==> config.mk <==
export PLATFORM = sky130hd
export DESIGN_NAME = conv5x5_window_ctrl
export DESIGN_NICKNAME = d
export VERILOG_FILES = /design/src/rtl/conv5x5_pkg.sv /design/src/rtl/generate_d_ff.sv /design/src/rtl/conv5x5_window_ctrl.sv
export SDC_FILE = /design/constraint.sdc
export NUM_CORES = 1
export LEC_CHECK = 0
export CORE_ASPECT_RATIO = 1.25
export CORE_MARGIN = 4
export CORE_UTILIZATION = 44
export DETAILED_ROUTE_END_ITERATION = 16
export PLACE_DENSITY = 0.71
export SETUP_SLACK_MARGIN = 0.15
export SLEW_MARGIN = 5
export SYNTH_ARGS = -nofsm -noshare
export SYNTH_HDL_FRONTEND = slang
export SYNTH_HIERARCHICAL = 1
export SYNTH_SLANG_ARGS = --single-unit
==> constraint.sdc <==
create_clock -name i_clk -period 1.71 [get_ports i_clk]
set_input_delay 0.342 -clock i_clk [delete_from_list [all_inputs] [get_ports i_clk]]
set_output_delay 0.342 -clock i_clk [all_outputs]
set_load 0.1 [all_outputs]
==> src/rtl/conv5x5_pkg.sv <==
// Shared types and constants for the 5x5 convolution window sequencer.
package conv5x5_pkg;

    typedef enum logic [1:0] {
        ST_IDLE  = 2'd0,
        ST_RUN   = 2'd1,
        ST_FLUSH = 2'd2,
        ST_DONE  = 2'd3
    } state_t;

    localparam int K = 5;

    // Position counter width needed to address the larger frame dimension.
    function automatic int cw_for(input int w, input int h);
        return $clog2((w > h) ? w : h);
    endfunction

endpackage

==> src/rtl/generate_d_ff.sv <==
// N-bit, D-stage register delay line with asynchronous clear.
// Latency D cycles; free-running, no backpressure.
module generate_d_ff #(
    parameter int N = 1,
    parameter int D = 1
) (
    input  logic         i_clk,
    input  logic         i_rst_n,
    input  logic [N-1:0] i_d,
    output logic [N-1:0] o_q
);

    logic [N-1:0] r_stage [D];

    always_ff @(posedge i_clk or negedge i_rst_n) begin
        if (!i_rst_n) begin
            for (int i = 0; i < D; i++) r_stage[i] <= '0;
        end else begin
            r_stage[0] <= i_d;
            for (int i = 1; i < D; i++) r_stage[i] <= r_stage[i-1];
        end
    end

    assign o_q = r_stage[D-1];

endmodule

==> src/rtl/conv5x5_window_ctrl.sv <==
// Frame sequencer for the 5x5 convolution datapath: pixel accept, window-valid, result-valid, done.
// Window flag 1 cycle after accept, result PIPE_LAT later; upstream stalls simply freeze the counters.
module conv5x5_window_ctrl
    import conv5x5_pkg::*;
#(
    parameter int IMG_W    = 32,
    parameter int IMG_H    = 32,
    parameter int K        = conv5x5_pkg::K,
    parameter int CW       = 6,
    parameter int PIPE_LAT = 6
) (
    input  logic          i_clk,
    input  logic          i_rst_n,
    input  logic          i_start,
    input  logic          i_pix_valid,
    output logic          o_pix_ready,
    output logic          o_shift_en,
    output logic [CW-1:0] o_col,
    output logic [CW-1:0] o_row,
    output logic          o_win_valid,
    output logic          o_out_valid,
    output logic          o_busy,
    output logic          o_done
);

    localparam logic [CW-1:0] LP_COL_LAST = CW'(IMG_W - 1);
    localparam logic [CW-1:0] LP_ROW_LAST = CW'(IMG_H - 1);
    localparam logic [CW-1:0] LP_K_M1     = CW'(K - 1);
    localparam int            FW          = $clog2(PIPE_LAT + 1) + 1;
    localparam logic [FW-1:0] LP_FLUSH_LAST = FW'(PIPE_LAT);

    state_t          r_state;
    state_t          w_state_nxt;
    logic [CW-1:0]   r_col;
    logic [CW-1:0]   r_row;
    logic [FW-1:0]   r_flush_cnt;
    logic            r_win_valid;
    logic            w_accept;
    logic            w_col_last;
    logic            w_row_last;

    assign w_accept   = i_pix_valid & o_pix_ready;
    assign w_col_last = (r_col == LP_COL_LAST);
    assign w_row_last = (r_row == LP_ROW_LAST);

    always_ff @(posedge i_clk or negedge i_rst_n) begin
        if (!i_rst_n) r_state <= ST_IDLE;
        else          r_state <= w_state_nxt;
    end

    always_comb begin
        w_state_nxt = r_state;
        case (r_state)
            ST_IDLE:  if (i_start) w_state_nxt = ST_RUN;
            ST_RUN:   if (w_accept && w_col_last && w_row_last) w_state_nxt = ST_FLUSH;
            ST_FLUSH: if (r_flush_cnt == LP_FLUSH_LAST) w_state_nxt = ST_DONE;
            ST_DONE:  w_state_nxt = ST_IDLE;
            default:  w_state_nxt = ST_IDLE;
        endcase
    end

    always_comb begin
        o_pix_ready = 1'b0;
        o_busy      = 1'b0;
        o_done      = 1'b0;
        case (r_state)
            ST_RUN:   begin o_pix_ready = 1'b1; o_busy = 1'b1; end
            ST_FLUSH: o_busy = 1'b1;
            ST_DONE:  o_done = 1'b1;
            default:  ;
        endcase
    end

    // The last accept wraps both counters to zero, ready for the next frame.
    always_ff @(posedge i_clk or negedge i_rst_n) begin
        if (!i_rst_n) begin
            r_col <= '0;
            r_row <= '0;
        end else if (r_state == ST_IDLE && i_start) begin
            r_col <= '0;
            r_row <= '0;
        end else if (w_accept) begin
            if (w_col_last) begin
                r_col <= '0;
                r_row <= w_row_last ? '0 : r_row + 1'b1;
            end else begin
                r_col <= r_col + 1'b1;
            end
        end
    end

    always_ff @(posedge i_clk or negedge i_rst_n) begin
        if (!i_rst_n)                r_flush_cnt <= '0;
        else if (r_state == ST_FLUSH) r_flush_cnt <= r_flush_cnt + 1'b1;
        else                          r_flush_cnt <= '0;
    end

    always_ff @(posedge i_clk or negedge i_rst_n) begin
        if (!i_rst_n) r_win_valid <= 1'b0;
        else          r_win_valid <= w_accept & (r_row >= LP_K_M1) & (r_col >= LP_K_M1);
    end

    generate_d_ff #(
        .N (1),
        .D (PIPE_LAT)
    ) u_valid_dly (
        .i_clk   (i_clk),
        .i_rst_n (i_rst_n),
        .i_d     (r_win_valid),
        .o_q     (o_out_valid)
    );

    assign o_shift_en  = w_accept;
    assign o_col       = r_col;
    assign o_row       = r_row;
    assign o_win_valid = r_win_valid;

endmodule
==> metrics.yaml <==
period_share_pct: 100
place_inst: 180
n_antenna_cell: 0
nNetsFinal: 182
skew_ps: 1.73
antenna_found_initial: 0
worst-r2r-cell-count: 9
fin_crit_ps: 1710
h-tree-depth: 1
pwr-share-clk_pct: 11.3
cts-root-buf: "clkbuf_4"
cts_inserted_buffers: 3
final_area_um2: 2110
status: "finished clean"
area_growth_pct: 69.5
ant_nets: 0
power.density_nw_per_um2: 1200
max_freq_mhz: 585
hold_class: "primary input to asynchronous set/reset pin"
hold_buffers: 0
critPathMaxFanout: 4
switching_power_uw: 1210
synth_area_um2: 1250
cellLeakagePower_uw: 0.000973
worstSetupEndpointType: "primary output"
worst_pin_slew_ps: 317
synth.avg_cell_area_um2: 10.7
place_area_um2: 1860
reg2reg_from: "r_state[1]"
max-clock-path-buffers: 2
yosysSeqAreaShare_pct: 50.2
swShare_pct: 47.8
grt_pass1_vias: 1133
hold_viol: 0
cts_tree: "done"
r2r_end: "o_row[0]"
r2r_slack_ps: 50
vdd_ir_drop_max_v: 0.00120
port_buffers: 21
clk_latency_ps: 330
wl_per_cell_um: 17.3
die_h_um: 67.5
clk_pin_slew_ps: 140
cp.required_ps: 1370
clock-sinks: 25
holdWs_ps: 356
p_comb_share_pct: 57.9
grt_max_degree: 26
synth.net_count: 131
final_cell_count_no_fill: 201
fp.dieW_um: 55.6
grt_pass1_wl_um: 5420
ys_types: 30
slew_headroom_pct: 78.7
grt_use_total_pct: 19.0
coreArea_um2: 2710
via_count: 1083
finalSetupTns_ps: 0
critPathKind: "flop to primary output"
fp-row-count: 21
synth_warnings: 6
arrival_ps: 1370
maxCapViolations: 0
rsz0062_at_grt: "true"
synthCells: 117
drt_wl_total_um: 3480
drive_gt1_share_pct: 52.7
grt_overflow: 0
p_int_uw: 1330
drc: 0
startpoint_type: "flop"
dieArea_um2: 3750
slew_viol_final: 0
place_congestion: 0.785
pwr-share-seq_pct: 30.8
finalSetupViolations: 0
io_pins: 22
dr.pass1.iters: 4
hpwl_um: 2100
viasPerCell: 5.39
drtIter0Drc: 41
yosys_register_bits: 25
initial_core_util_pct: 46.0
-- worst max path at each step --
| stage | endpoint | cells after the start | slack (ps) | start |
|---|---|---|---|---|
| 3_3_place_gp | r_state[1] | 5 | -120 | i_pix_valid |
| 5_1_grt | o_row[5] | 8 | -60 | r_state[1] |
| 2_1_floorplan | r_state[1] | 5 | -120 | o_row[1] |
| 3_5_place_dp | r_state[1] | 5 | -170 | i_pix_valid |
| 4_1_cts | o_shift_en | 5 | 20 | r_state[1] |
| 6_report | o_shift_en | 5 | 0.6 | r_state[1] |
-- stage by stage --
stage | utilization [%] | worst slack [ps] | power (µW)
3_5_place_dp | 68.9 | -166 | 2150
3_3_place_gp | 68.9 | -121 | 2120
4_1_cts | 75.2 | 24.9 | 2490
6_report | 78.0 | 0.598 | 2540
5_1_grt | 78.0 | -58.1 | 2660
2_1_floorplan | - | -124 | 1610
-- Yosys cell counts (all sizes together) --
cell type	instances	area, µm²
mux2	1	15.0
dfrtp	25	626
nor4	3	18.8
nor2b	4	25.0
nand4	2	18.8
o21ai	1	5.00
a21o	1	7.51
nor2	9	33.8
nor3	6	30.0
and2	3	18.8
clkbuf	1	3.75
inv	9	33.8
xor2	3	26.3
ha	10	125
and4	1	8.76
nand3b	2	27.5
a22oi	1	7.51
a211oi	1	7.51
or4	1	7.51
mux2i	1	10.0
xnor2	4	35.0
or2	1	6.26
nand2	10	40.0
nand3	8	40.0
o41ai	1	27.5
a21oi	7	35.0
nand2b	1	6.26
-- cell usage in the layout, fill, tap and decap left out, drive strengths merged --
| master | count |
|---|---|
| nand2b | 1 |
| xor2 | 3 |
| a22oi | 1 |
| or4 | 1 |
| clkdlybuf4s50 | 3 |
| xnor2 | 4 |
| ha | 10 |
| a211oi | 1 |
| mux2i | 1 |
| nor2 | 9 |
| nor4 | 3 |
| clkinvlp | 1 |
| dfrtp | 25 |
| a21o | 1 |
| o41ai | 1 |
| and4 | 1 |
| o21ai | 1 |
| nand3b | 2 |
| nand2 | 10 |
| and2 | 3 |
| a21oi | 7 |
| clkbuf | 3 |
| or2 | 1 |
| nand4 | 2 |
| nand3 | 8 |
| nor3 | 6 |
| nor2b | 4 |
| mux2 | 1 |
| inv | 9 |
| buf | 44 |
-- worst max-delay path: stages, from the launching register on --
cell and delay, ps:
dfrtp_1 440, inv_2 110, ha_4 170, nand2_4 60, clkinvlp_4 80, buf_12 170
-- registers in the layout, summed over array words and instances, names as in the netlist --
signal	cells
o_col	6
o_row	6
o_win_valid	1
r_flush_cnt	4
r_state	2
u_valid_dly/o_q	1
u_valid_dly/r_stage	5
-- timing repair --
action                     4_1_cts  5_1_grt
pin swaps                        7        4
setup buffers                   14        3
setup endpoints to repair        8       14
gates resized for setup          7       13
-- power by group through the flow --
| stage | sequential (µW) | clock (µW) | combinational [µW] |
|---|---|---|---|
| after CTS | 785 | 291 | 1420 |
| final | 785 | 286 | 1470 |
| after global routing | 797 | 325 | 1530 |
| after floorplan | 1370 | 0 | 246 |
| after detailed placement | 830 | 0 | 1320 |
| after global placement | 823 | 0 | 1300 |
-- final cells by class --
cell class,count,area (µm²)
Multi-Input combinational cell,82,748
Timing Repair Buffer,47,602
Clock inverter,1,8.76
Inverter,9,37.5
Clock buffer,3,22.5
Sequential cell,25,651
Fill cell,156,594
Tap cell,34,42.5
-- cell families after synthesis --
| kind of cell | count (synthesis) | synth area share [%] |
|---|---|---|
| AOI/OAI and AO/OA | 12 | 7.23 |
| xor gates and xnor gates | 7 | 4.92 |
| adders and majority gates | 10 | 10.0 |
| buffers and inverters | 10 | 3.01 |
| DFF | 25 | 50.2 |
| muxes | 2 | 2.01 |
| and+or+nand+nor | 51 | 22.6 |
-- per-layer routing --
metal	up-vias	GRT usage, %	wire length (µm)
met5	-	0	0
met4	0	12.2	90
met3	9	3.06	183
met2	42	35.4	1940
met1	534	20.0	1260
li1	498	-	-
Power figures use the tool's default switching activity.
